### config.mk
export PLATFORM = sky130hd
export DESIGN_NAME = seq_mul
export DESIGN_NICKNAME = d
export VERILOG_FILES = /design/src/rtl/seq_mul.sv
export SDC_FILE = /design/constraint.sdc
export NUM_CORES = 1
export LEC_CHECK = 0
export CAP_MARGIN = 20
export CORE_ASPECT_RATIO = 1.2
export CORE_MARGIN = 5
export CORE_UTILIZATION = 61
export DETAILED_ROUTE_END_ITERATION = 7
export GPL_ROUTABILITY_DRIVEN = 0
export GPL_TIMING_DRIVEN = 1
export HOLD_SLACK_MARGIN = 0.15
export PLACE_DENSITY_LB_ADDON = 0.3
export SETUP_SLACK_MARGIN = 0.02
export SYNTH_ARGS = -nofsm -noshare
export SYNTH_HDL_FRONTEND = slang
export SYNTH_SLANG_ARGS = --single-unit
export TNS_END_PERCENT = 10
### constraint.sdc
create_clock -name clk -period 6.2 [get_ports clk]
set_input_delay 0.62 -clock clk [delete_from_list [all_inputs] [get_ports clk]]
set_output_delay 0.62 -clock clk [all_outputs]
set_load 0.02 [all_outputs]
### src/rtl/seq_mul.sv
// Iterative unsigned shift-add multiplier with valid/ready handshakes on both sides.
// Define SEQ_MUL_EARLY_TERM_EN to finish as soon as the remaining multiplier bits are all zero.
module seq_mul #(
    parameter int WIDTH = 8
) (
    input  logic                 clk,
    input  logic                 rst,
    input  logic                 in_valid,
    output logic                 in_ready,
    input  logic [WIDTH-1:0]     in_a,
    input  logic [WIDTH-1:0]     in_b,
    output logic                 out_valid,
    input  logic                 out_ready,
    output logic [2*WIDTH-1:0]   product,
    output logic                 zero
);

    localparam int CW = $clog2(WIDTH) + 1;
    localparam int PW = 2 * WIDTH;

    typedef enum logic [1:0] {
        IDLE,
        BUSY,
        DONE
    } state_t;

    state_t          state;
    logic [PW-1:0]   accumuland;
    logic [PW-1:0]   acc;
    logic [PW-1:0]   acc_next;
    logic [WIDTH-1:0] mplier;
    logic [WIDTH-1:0] mplier_next;
    logic [CW-1:0]   cnt;
    logic            last;

    assign in_ready = (state == IDLE) && !rst;

    // One partial product per BUSY edge, selected by the current LSB of the multiplier.
    always_comb begin
        acc_next    = mplier[0] ? (acc + accumuland) : acc;
        mplier_next = mplier >> 1;
`ifdef SEQ_MUL_EARLY_TERM_EN
        last        = (mplier_next == '0);
`else
        last        = (cnt == CW'(WIDTH - 1));
`endif
    end

    always_ff @(posedge clk) begin
        if (rst) begin
            state      <= IDLE;
            out_valid  <= 1'b0;
            product    <= '0;
            zero       <= 1'b0;
            cnt        <= '0;
            acc        <= '0;
            accumuland <= '0;
            mplier     <= '0;
        end else begin
            case (state)
                IDLE: begin
                    if (in_valid) begin
                        accumuland <= {{WIDTH{1'b0}}, in_a};
                        mplier     <= in_b;
                        acc        <= '0;
                        cnt        <= '0;
                        state      <= BUSY;
                    end
                end
                BUSY: begin
                    acc        <= acc_next;
                    accumuland <= accumuland << 1;
                    mplier     <= mplier_next;
                    cnt        <= cnt + CW'(1);
                    if (last) begin
                        product   <= acc_next;
                        zero      <= (acc_next == '0);
                        out_valid <= 1'b1;
                        state     <= DONE;
                    end
                end
                DONE: begin
                    // Result is held under backpressure; a new pair waits for IDLE.
                    if (out_ready) begin
                        out_valid <= 1'b0;
                        state     <= IDLE;
                    end
                end
                default: state <= IDLE;
            endcase
        end
    end

endmodule

==> results of run 1 <==
[per-stage QoR]
step	utilization	power (W)	hold slack [ns]	area, um^2
finish	0.717	0.000872	0.458	4010
CTS	0.716	0.000870	0.460	4000
floorplan	-	0.000521	0.444	3450
detailed placement	0.685	0.000554	0.451	3830
global placement	0.685	0.000551	0.450	3830
global route	0.717	0.000902	0.481	4010
[sequential cells by signal (all words and copies together), names as in the netlist]
register / flops
acc: 16
accumuland: 16
product: 16
mplier: 8
cnt: 4
state: 2
out_valid: 1
zero: 1
[cells by family after synthesis]
kind of cell | Yosys count
fa+ha+maj | 17
simple gates | 165
compound gates | 121
buf+inv | 34
mux | 9
xor+xnor | 10
flops | 64
[layout by cell type (no fill, tap or decap), drive strengths merged, types with 2 or more instances in the layout]
master	instances
a22oi	17
nor3	16
dfxtp	64
xor2	2
clkbuf	12
o21bai	2
nand3b	2
nand4	2
or3	3
mux2	2
nand2	15
nand3	7
clkdlybuf4s50	38
xnor2	8
o221a	14
o21ai	14
a21o	6
a32oi	4
inv	4
or4	2
o31ai	5
buf	5
a211oi	11
nor2	89
or2	4
a31oi	2
mux2i	7
nor2b	18
a21oi	37
clkinv	3
o211ai	2
ha	16
and3	3
[how the worst max path moves through the flow]
stage                                    to  depth (start not counted)  slack, ns                        from
after floorplan           zero$_SDFFE_PP0P_                         11       3.43  accumuland[0]$_SDFFE_PP0P_
final                              in_ready                          4       2.84                         rst
after CTS                          in_ready                          4       2.84                         rst
after global placement             in_ready                          4       2.87                         rst
after detailed placement           in_ready                          4       2.84                         rst
after global routing               in_ready                          4       2.73                         rst
[synth_stat cells (all sizes together), types with 2 or more instances]
cell    instances
a211oi         11
a21o            6
a21oi          37
a22oi          17
a31oi           2
a32oi           4
and3            3
buf             4
clkbuf         25
dfxtp          64
ha             16
inv             4
mux2            2
mux2i           7
nand2          15
nand3           7
nand3b          2
nand4           2
nor2           89
nor2b          18
nor3           16
o211ai          2
o21ai          14
o21bai          2
o221a          14
o31ai           5
or2             4
or3             3
or4             2
xnor2           8
xor2            2
[worst register-to-register path: cells and delay by family (launching register included)]
kind                       cells  cell delay (ns)
xor gates and xnor gates       1             0.18
AOI/OAI and AO/OA              5             1.31
DFF                            1             0.35
adders and majority gates      2             0.69
and+or+nand+nor                3             0.65
[area by class of cell]
type / count / area [um^2]
multi-input combinational: 322 / 2040
fill: 451 / 1580
tap: 64 / 80.1
clock buffer: 12 / 155
clock inverter: 3 / 17.5
inverter: 5 / 18.8
timing repair buffer: 43 / 418
sequential: 64 / 1280
[layer usage]
layer	GRT usage	part of all wire	routed length, um	up-vias
li1	-	-	-	1570
met1	0.282	0.42	3650	1529
met2	0.401	0.47	4030	151
met3	0.0593	0.070	602	41
met4	0.150	0.042	367	0
met5	0	0	0	-
[power groups by stage]
stage               logic (W)  clock network, W  registers, W
floorplan           0.0000817                 0      0.000439
global placement     0.000110                 0      0.000442
detailed placement   0.000112                 0      0.000442
CTS                  0.000114          0.000323      0.000433
global route         0.000126          0.000342      0.000434
finish               0.000116          0.000323      0.000433
==> metrics.csv, run 1 <==
metric,value,unit
top_reg_cell synth,dfxtp_1,
Crit Reg-Reg Startpoint,accumuland[0]$_SDFFE_PP0P_,
CTS tree,done,
post-synthesis mux area share,0.0268,
Final nets,482,
number of flops mapped to enable cells by yosys,0,
CTS sink cnt,64,
Horiz. Die Dim,78.7,um
Final setup viols,0,
WP data required,5.58,ns
relative slew slack,0.421,
Cells after DPL,497,
vias,3291,
worst hold start,product[10]$_SDFFE_PP0P_,
Avg Inst Size Synth,8.22,um^2
First DRT Iteration DRCs,303,
Vias per Instance,6.42,
post-DP HPWL,5790,um
grt total ovfl,0,
Synth cell types,53,
LEAKAGE,1.61,nW
Min-Delay Path Class,reg -> reg,
DR pass1 iterations,5,
DRC,0,
Worst VDD drop,0.000135,V
combinational family with the most area after synthesis,compound AO/OA/AOI/OAI gates,
fraction of layout cells with a size suffix above 1,0.102,
Sw Share,0.271,
CTS Root Buffer Type,clkbuf_8,
first-pass GRT wire length,14100,um
Worst Hold Depth,2,
final antenna-violating net count,0,
# Post-CTS Setup Buffers,0,
sequential area share after synthesis,0.371,
die height,92.4,um
Initial Utilization,0.617,
final cycle utilization of the critical path,0.542,
row cnt,30,
Overall Global Routing Usage,0.244,
Hold EP,product[10]$_SDFFE_PP0P_,
Crit path top cell by count,clkdlybuf4s50_1,
IO Count,39,
Ys Warns,0,
"flops & latches, synth",64,
total CTS buffers,9,
clock slew at reported path FFs,0.06,ns
CTS Hold Buffers Added,0,
RSZ-0062 raised after global routing,no,
final WL,8650,um
final setup TNS,0,ns
"Arr. time, crit path",2.74,ns
cts repair resizes,0,
cells along the critical path,clkdlybuf4s50_1 -> buf_4 -> nor3_1 -> clkdlybuf4s50_1,
Area Growth Syn to Fin,16.2,%
Reg2Reg Depth,11,
outcome,finished clean,
pwr dens,217,nW/um^2
Crit Path Class,in -> out,
FF-to-FF End,zero$_SDFFE_PP0P_,
worst slew pin tran,0.866,ns
IO Port Bufs,38,
Final Skew,0.00739,ns
dpl ws,2.84,ns
fin cells,513,
fin. max-slew vios,0,
combinational fraction of design power,0.133,
ys async rst share,0,
Syn Nets,457,
Tmin final,3.36,ns
top-area cell type share of the netlist area,0.371,
pin count of the biggest net entering global routing,38,
clock share of power,0.370,
core area,5590,um^2
CTS max path bufs,2,
XOR/XNOR share of the synthesized area,0.0254,
simple-gate share of the synthesized area,0.220,
Internal,0.000636,W
Hold Fails Final Rpt,0,
htree depth,3,
Flop pwr share,0.497,
DR WL/cell,16.9,um
"delay-heaviest family, CP",buffers and inverters,
Yosys top cell by area,dfxtp_1,
Adder-Cell Fraction of Synth Area,0.0638,
CP Launch Type,input pin,
critical path endpoint category,output port,
Sw Pwr,0.000236,W
max_cap viols,0,
Antenna Diode Count,0,
"setup slack, reg-to-reg",2.95,ns
post-synthesis compound-gate area fraction,0.255,
mapped cell area,3450,um^2
largest cells by area after synthesis,"dfxtp_1 37%, nor2_1 9.7%, ha_1 5.8%",
initial antenna violation count,0,
Crit-path slowest cell,clkdlybuf4s50_1,
"Buf+Inv Stages, Crit Path",3,
Die Area,7270,um^2
slack of the critical path,2.84,ns
Syn Inst Count,420,
Fmax,297,MHz
Critical Path Fanout Max,26,
"slowest stage delay, CP",1.03,ns
vias in the first global route,3060,
clock latency at the later pin of the worst-skew pair,0.35,ns
(Power assumes the default switching activity.)
==> inputs of run 2 (changes only) <==
--- a/config.mk
+++ b/config.mk
@@ -8,7 +8,7 @@
 export CAP_MARGIN = 20
 export CORE_ASPECT_RATIO = 1.2
 export CORE_MARGIN = 5
-export CORE_UTILIZATION = 61
+export CORE_UTILIZATION = 56
 export DETAILED_ROUTE_END_ITERATION = 7
 export GPL_ROUTABILITY_DRIVEN = 0
 export GPL_TIMING_DRIVEN = 1
==> constraint.sdc (replaced) <==
create_clock -name clk -period 3.5 [get_ports clk]
set_input_delay 0.35 -clock clk [delete_from_list [all_inputs] [get_ports clk]]
set_output_delay 0.35 -clock clk [all_outputs]
set_load 0.02 [all_outputs]
==> metrics.csv, run 2 (same netlist as run 1, synthesis figures left out) <==
metric,value,unit,change
outcome,finished clean,,unchanged
Crit Reg-Reg Startpoint,accumuland[0]$_SDFFE_PP0P_,,unchanged
final cycle utilization of the critical path,0.909,,
Crit-path slowest cell,a2111oi_1,,was clkdlybuf4s50_1
cts repair resizes,0,,unchanged
vias in the first global route,2969,,was 3060
LEAKAGE,1.63,nW,was 1.61 nW
IO Port Bufs,38,,unchanged
Initial Utilization,0.574,,was 0.617
Area Growth Syn to Fin,18.3,%,was 16.2%
htree depth,3,,unchanged
Min-Delay Path Class,reg -> reg,,unchanged
first-pass GRT wire length,13700,um,was 14100 um
combinational fraction of design power,0.124,,was 0.133
slack of the critical path,0.320,ns,was 2.84 ns
grt total ovfl,0,,unchanged
Sw Pwr,0.000423,W,was 0.000236 W
vias,3167,,was 3291
CTS Root Buffer Type,clkbuf_8,,unchanged
"commonest non-fill, non-tap cell in the layout",nor2_1,,unchanged
"Arr. time, crit path",3.45,ns,was 2.74 ns
critical path endpoint category,flop,,was output port
Pwr Total,0.00163,W,was 0.000872 W
DR pass1 iterations,4,,was 5
core area,6010,um^2,was 5590 um^2
CTS sink cnt,64,,unchanged
Vias per Instance,5.93,,was 6.42
DR WL/cell,16.0,um,was 16.9 um
CP Launch Point,accumuland[0]$_SDFFE_PP0P_,,was rst
Fmax,314,MHz,
Tmin final,3.18,ns,
Horiz. Die Dim,81.7,um,was 78.7 um
First DRT Iteration DRCs,201,,was 303
CTS Hold Buffers Added,0,,unchanged
clock share of power,0.404,,was 0.370
max_cap viols,0,,unchanged
CTS max path bufs,2,,unchanged
CP Launch Type,flop,,was input pin
Hold Fails Final Rpt,0,,unchanged
CTS tree,done,,unchanged
"delay-heaviest family, CP",compound AO/OA/AOI/OAI gates,,was buffers and inverters
IO Count,39,,unchanged
Final nets,484,,was 482
Sw Share,0.260,,was 0.271
Final Skew,0.00829,ns,was 0.00739 ns
Die Area,7840,um^2,was 7270 um^2
final antenna-violating net count,0,,unchanged
Internal,0.00120,W,was 0.000636 W
Final setup viols,0,,unchanged
FILL cells,511,,was 451
initial antenna violation count,0,,unchanged
relative slew slack,0.486,,was 0.421
Flop pwr share,0.472,,was 0.497
Worst VDD drop,0.000240,V,was 0.000135 V
post-DP HPWL,5900,um,was 5790 um
final setup TNS,0,ns,unchanged
fin. max-slew vios,0,,unchanged
clock latency at the later pin of the worst-skew pair,0.35,ns,about the same
dpl ws,0.461,ns,was 2.84 ns
DRC,0,,unchanged
Largest regs,"acc (16), accumuland (16), product (16)",,unchanged
pin count of the biggest net entering global routing,46,,was 38
Antenna Diode Count,0,,unchanged
"slowest stage delay, CP",0.53,ns,was 1.03 ns
final core utilization,0.679,,was 0.717
fraction of layout cells with a size suffix above 1,0.111,,was 0.102
Overall Global Routing Usage,0.229,,was 0.244
clock slew at reported path FFs,0.07,ns,was 0.06 ns
worst hold start,product[10]$_SDFFE_PP0P_,,unchanged
final WL,8550,um,was 8650 um
WP data required,3.77,ns,was 5.58 ns
Critical Path Fanout Max,4,,was 26
die height,96.0,um,was 92.4 um
worst slew pin tran,0.770,ns,was 0.866 ns
Crit Path Class,reg -> reg,,was in -> out
"commonest non-fill, non-tap cells in the layout","89 x nor2_1, 64 x dfxtp_1, 38 x clkdlybuf4s50_1, 36 x a21oi_1, 18 x nor2b_1",,unchanged
cells along the critical path,ha_1 -> fa_1 -> a211oi_2 -> o21bai_1 -> a2111oi_1 -> o211ai_1 -> a31oi_1 -> xor2_1 -> nor2_1 -> or2_1 -> o31ai_2,,was clkdlybuf4s50_1 -> buf_4 -> nor3_1 -> clkdlybuf4s50_1
RSZ-0062 raised after global routing,no,,unchanged
pwr dens,398,nW/um^2,was 217 nW/um^2
# Post-CTS Setup Buffers,0,,unchanged
Worst Hold Slack,0.460,ns,was 0.458 ns
"Buf+Inv Stages, Crit Path",0,,was 3
total CTS buffers,9,,unchanged
row cnt,31,,was 30
[run 2: cell types whose count changed in the layout (fill, tap and decap cells not counted), sizes merged]
cell      delta
buf          +2
bufinv       +1
clkbuf       -1
clkinvlp     +1
[run 2: power by group through the flow]
stage | clock network (W) | registers [W] | logic [W]
6_report | 0.000657 | 0.000767 | 0.000202
4_1_cts | 0.000667 | 0.000767 | 0.000201
3_3_place_gp | 0 | 0.000782 | 0.000196
3_5_place_dp | 0 | 0.000783 | 0.000200
5_1_grt | 0.000699 | 0.000769 | 0.000222
2_1_floorplan | 0 | 0.000777 | 0.000145
[run 2: path summary, 6_finish.rpt]
check        slack (ns)                        to  cells after the start
max reg2reg        0.32         zero$_SDFFE_PP0P_                     11
min                0.46  product[10]$_SDFFE_PP0P_                      2
min reg2reg        0.46  product[10]$_SDFFE_PP0P_                      2
max                0.32         zero$_SDFFE_PP0P_                     11
[run 2: area by class of cell]
| type | count | area (um^2) | share of cell area |
|---|---|---|---|
| multi-input combinational | 322 | 2040 | 0.500 |
| sequential | 64 | 1280 | 0.314 |
| timing repair buffer | 45 | 433 | 0.106 |
| clock buffer | 11 | 151 | 0.0371 |
| tap | 82 | 103 | 0.0251 |
| clock inverter | 5 | 55.1 | 0.0135 |
| inverter | 5 | 18.8 | 0.00460 |
[run 2: metrics by stage]
step	cells	cell area, um^2
after CTS	534	4080
final	534	4080
after global routing	534	4080
after detailed placement	518	3870
after floorplan	420	3450
after global placement	518	3870
[run 2: routing by layer]
metal | vias up | GRT usage | share of wire
met5 | - | 0 | 0
met4 | 0 | 0.140 | 0.034
met3 | 23 | 0.0496 | 0.049
met2 | 82 | 0.372 | 0.49
met1 | 1482 | 0.274 | 0.42
li1 | 1580 | - | -
[run 2: worst register-to-register path, stage by stage, from the launching register on]
cell,delay [ns]
dfxtp_1,0.33
ha_1,0.24
fa_1,0.44
a211oi_2,0.23
o21bai_1,0.17
a2111oi_1,0.53
o211ai_1,0.14
a31oi_1,0.23
xor2_1,0.19
nor2_1,0.09
or2_1,0.26
o31ai_2,0.24
==> inputs of run 3 (changes only) <==
--- a/config.mk
+++ b/config.mk
@@ -8,7 +8,7 @@
 export CAP_MARGIN = 20
 export CORE_ASPECT_RATIO = 1.2
 export CORE_MARGIN = 5
-export CORE_UTILIZATION = 56
+export CORE_UTILIZATION = 51
 export DETAILED_ROUTE_END_ITERATION = 7
 export GPL_ROUTABILITY_DRIVEN = 0
 export GPL_TIMING_DRIVEN = 1
==> constraint.sdc (replaced) <==
create_clock -name clk -period 2.9 [get_ports clk]
set_input_delay 0.29 -clock clk [delete_from_list [all_inputs] [get_ports clk]]
set_output_delay 0.29 -clock clk [all_outputs]
set_load 0.02 [all_outputs]
==> metrics.csv, run 3 (same netlist as run 1, synthesis figures left out) <==
metric,value,unit,change
Area Growth Syn to Fin,24.4,%,was 18.3%
final WL,8840,um,was 8550 um
die height,100,um,was 96.0 um
final cycle utilization of the critical path,0.983,,was 0.909
IO Count,39,,unchanged
core area,6530,um^2,was 6010 um^2
Critical Path Fanout Max,6,,was 4
CTS Root Buffer Type,clkbuf_8,,unchanged
CTS tree,done,,unchanged
post-placement cell area,3980,um^2,was 3870 um^2
DR pass1 iterations,4,,unchanged
Pwr Total,0.00199,W,was 0.00163 W
DRC,0,,unchanged
Initial Utilization,0.529,,was 0.574
htree depth,3,,unchanged
"commonest non-fill, non-tap cells in the layout","89 x nor2_1, 59 x dfxtp_1, 38 x clkdlybuf4s50_1, 35 x a21oi_1, 24 x buf_4",,"was 89 x nor2_1, 64 x dfxtp_1, 38 x clkdlybuf4s50_1, 36 x a21oi_1, 18 x nor2b_1"
"Design Area, Final",4290,um^2,was 4080 um^2
max_cap viols,0,,unchanged
critical path endpoint category,flop,,unchanged
Antenna Diode Count,0,,unchanged
grt total ovfl,0,,unchanged
pwr dens,463,nW/um^2,was 398 nW/um^2
Overall Global Routing Usage,0.214,,was 0.229
CTS max path bufs,2,,unchanged
"commonest non-fill, non-tap cell in the layout",nor2_1,,unchanged
IO Port Bufs,38,,unchanged
"setup slack, reg-to-reg",0.05,ns,was 0.32 ns
Tmin final,2.85,ns,was 3.18 ns
relative slew slack,0.514,,was 0.486
row cnt,32,,was 31
FILL cells,538,,was 511
vias,3198,,was 3167
final antenna-violating net count,0,,unchanged
Largest regs,"acc (16), accumuland (16), product (16)",,unchanged
Die Area,8520,um^2,was 7840 um^2
Hold Fails Final Rpt,0,,unchanged
outcome,finished clean,,unchanged
worst slew pin tran,0.729,ns,was 0.770 ns
fin. max-slew vios,0,,unchanged
Crit Path Class,reg -> reg,,unchanged
DR WL/cell,16.0,um,about the same
first-pass GRT wire length,14700,um,was 13700 um
clock slew at reported path FFs,0.07,ns,about the same
CTS Hold Buffers Added,0,,unchanged
RSZ-0062 raised after global routing,yes,,was no
post-DP HPWL,6050,um,was 5900 um
initial antenna violation count,0,,unchanged
Final nets,501,,was 484
Final Skew,0.0116,ns,was 0.00829 ns
Fmax,351,MHz,was 314 MHz
LEAKAGE,1.71,nW,was 1.63 nW
Vias per Instance,5.77,,was 5.93
Final setup viols,0,,unchanged
Horiz. Die Dim,85.1,um,was 81.7 um
WP data required,3.17,ns,was 3.77 ns
fraction of layout cells with a size suffix above 1,0.183,,was 0.111
Worst VDD drop,0.000341,V,was 0.000240 V
First DRT Iteration DRCs,378,,was 201
CTS sink cnt,64,,unchanged
total CTS buffers,9,,unchanged
"Arr. time, crit path",3.12,ns,was 3.45 ns
CP Launch Type,flop,,unchanged
vias in the first global route,3117,,was 2969
pin count of the biggest net entering global routing,45,,was 46
Min-Delay Path Class,reg -> reg,,unchanged
clock latency at the later pin of the worst-skew pair,0.35,ns,about the same
## run 3: cell count changes in the layout (fill, tap and decap cells not counted), sizes merged
cell,change
buf,+17
## run 3: report_power, final
group	internal (W)	leakage [nW]	switching, W	total, W
clock network	0.000440	0.101	0.000354	0.000794
registers	0.000905	0.522	0.0000213	0.000926
logic	0.000120	1.09	0.000147	0.000267
## run 3: layout make-up
| cell class | count | area, um^2 | area share |
|---|---|---|---|
| timing repair buffer | 62 | 561 | 0.131 |
| inverter | 5 | 18.8 | 0.00437 |
| multi-input combinational | 322 | 2110 | 0.492 |
| clock buffer | 11 | 151 | 0.0353 |
| tap | 85 | 106 | 0.0248 |
| sequential | 64 | 1290 | 0.300 |
| clock inverter | 5 | 55.1 | 0.0128 |
## run 3: final timing paths
| path | from | to | depth (start not counted) |
|---|---|---|---|
| min | acc[14]$_SDFFE_PP0P_ | acc[14]$_SDFFE_PP0P_ | 2 |
| max | acc[6]$_SDFFE_PP0P_ | zero$_SDFFE_PP0P_ | 10 |
| max reg2reg | acc[6]$_SDFFE_PP0P_ | zero$_SDFFE_PP0P_ | 10 |
| min reg2reg | acc[14]$_SDFFE_PP0P_ | acc[14]$_SDFFE_PP0P_ | 2 |
## run 3: critical path: stages, from the launching register on
cell and delay, ns:
dfxtp_2 0.36, ha_2 0.32, a21oi_2 0.19, o21ai_2 0.10, or2_4 0.26, or4_4 0.49
a31oi_4 0.21, nand4_1 0.14, nor4_2 0.34, nand4b_1 0.15, o31ai_2 0.19
## run 3: through the flow
stage	cells	utilization	TNS [ns]	hold slack (ns)	setup WS (ns)
6_report	554	0.658	0	0.467	0.0481
5_1_grt	554	0.658	-0.132	0.499	-0.0871
4_1_cts	551	0.648	0	0.471	0.00593
3_5_place_dp	535	0.610	-0.0209	0.455	-0.0209
3_3_place_gp	535	0.610	0	0.448	0.00894
2_1_floorplan	420	-	0	0.444	0.129
## run 3: layer usage
layer  global-route usage  routed length [um]  vias up
met1                0.275                3950     1492
met4               0.0914                 133        0
met2                0.352                4220       87
li1                     -                   -     1607
met5                    0                   0        -
met3               0.0353                 545       12
## run 3: timing repair
| action | in CTS | in global routing |
|---|---|---|
| resized for setup | 12 | 10 |
| endpoints found under the hold margin | 0 | 0 |
| pin swaps | 10 | 16 |
| setup endpoints to repair | 3 | 4 |
| setup buffers | 0 | 3 |
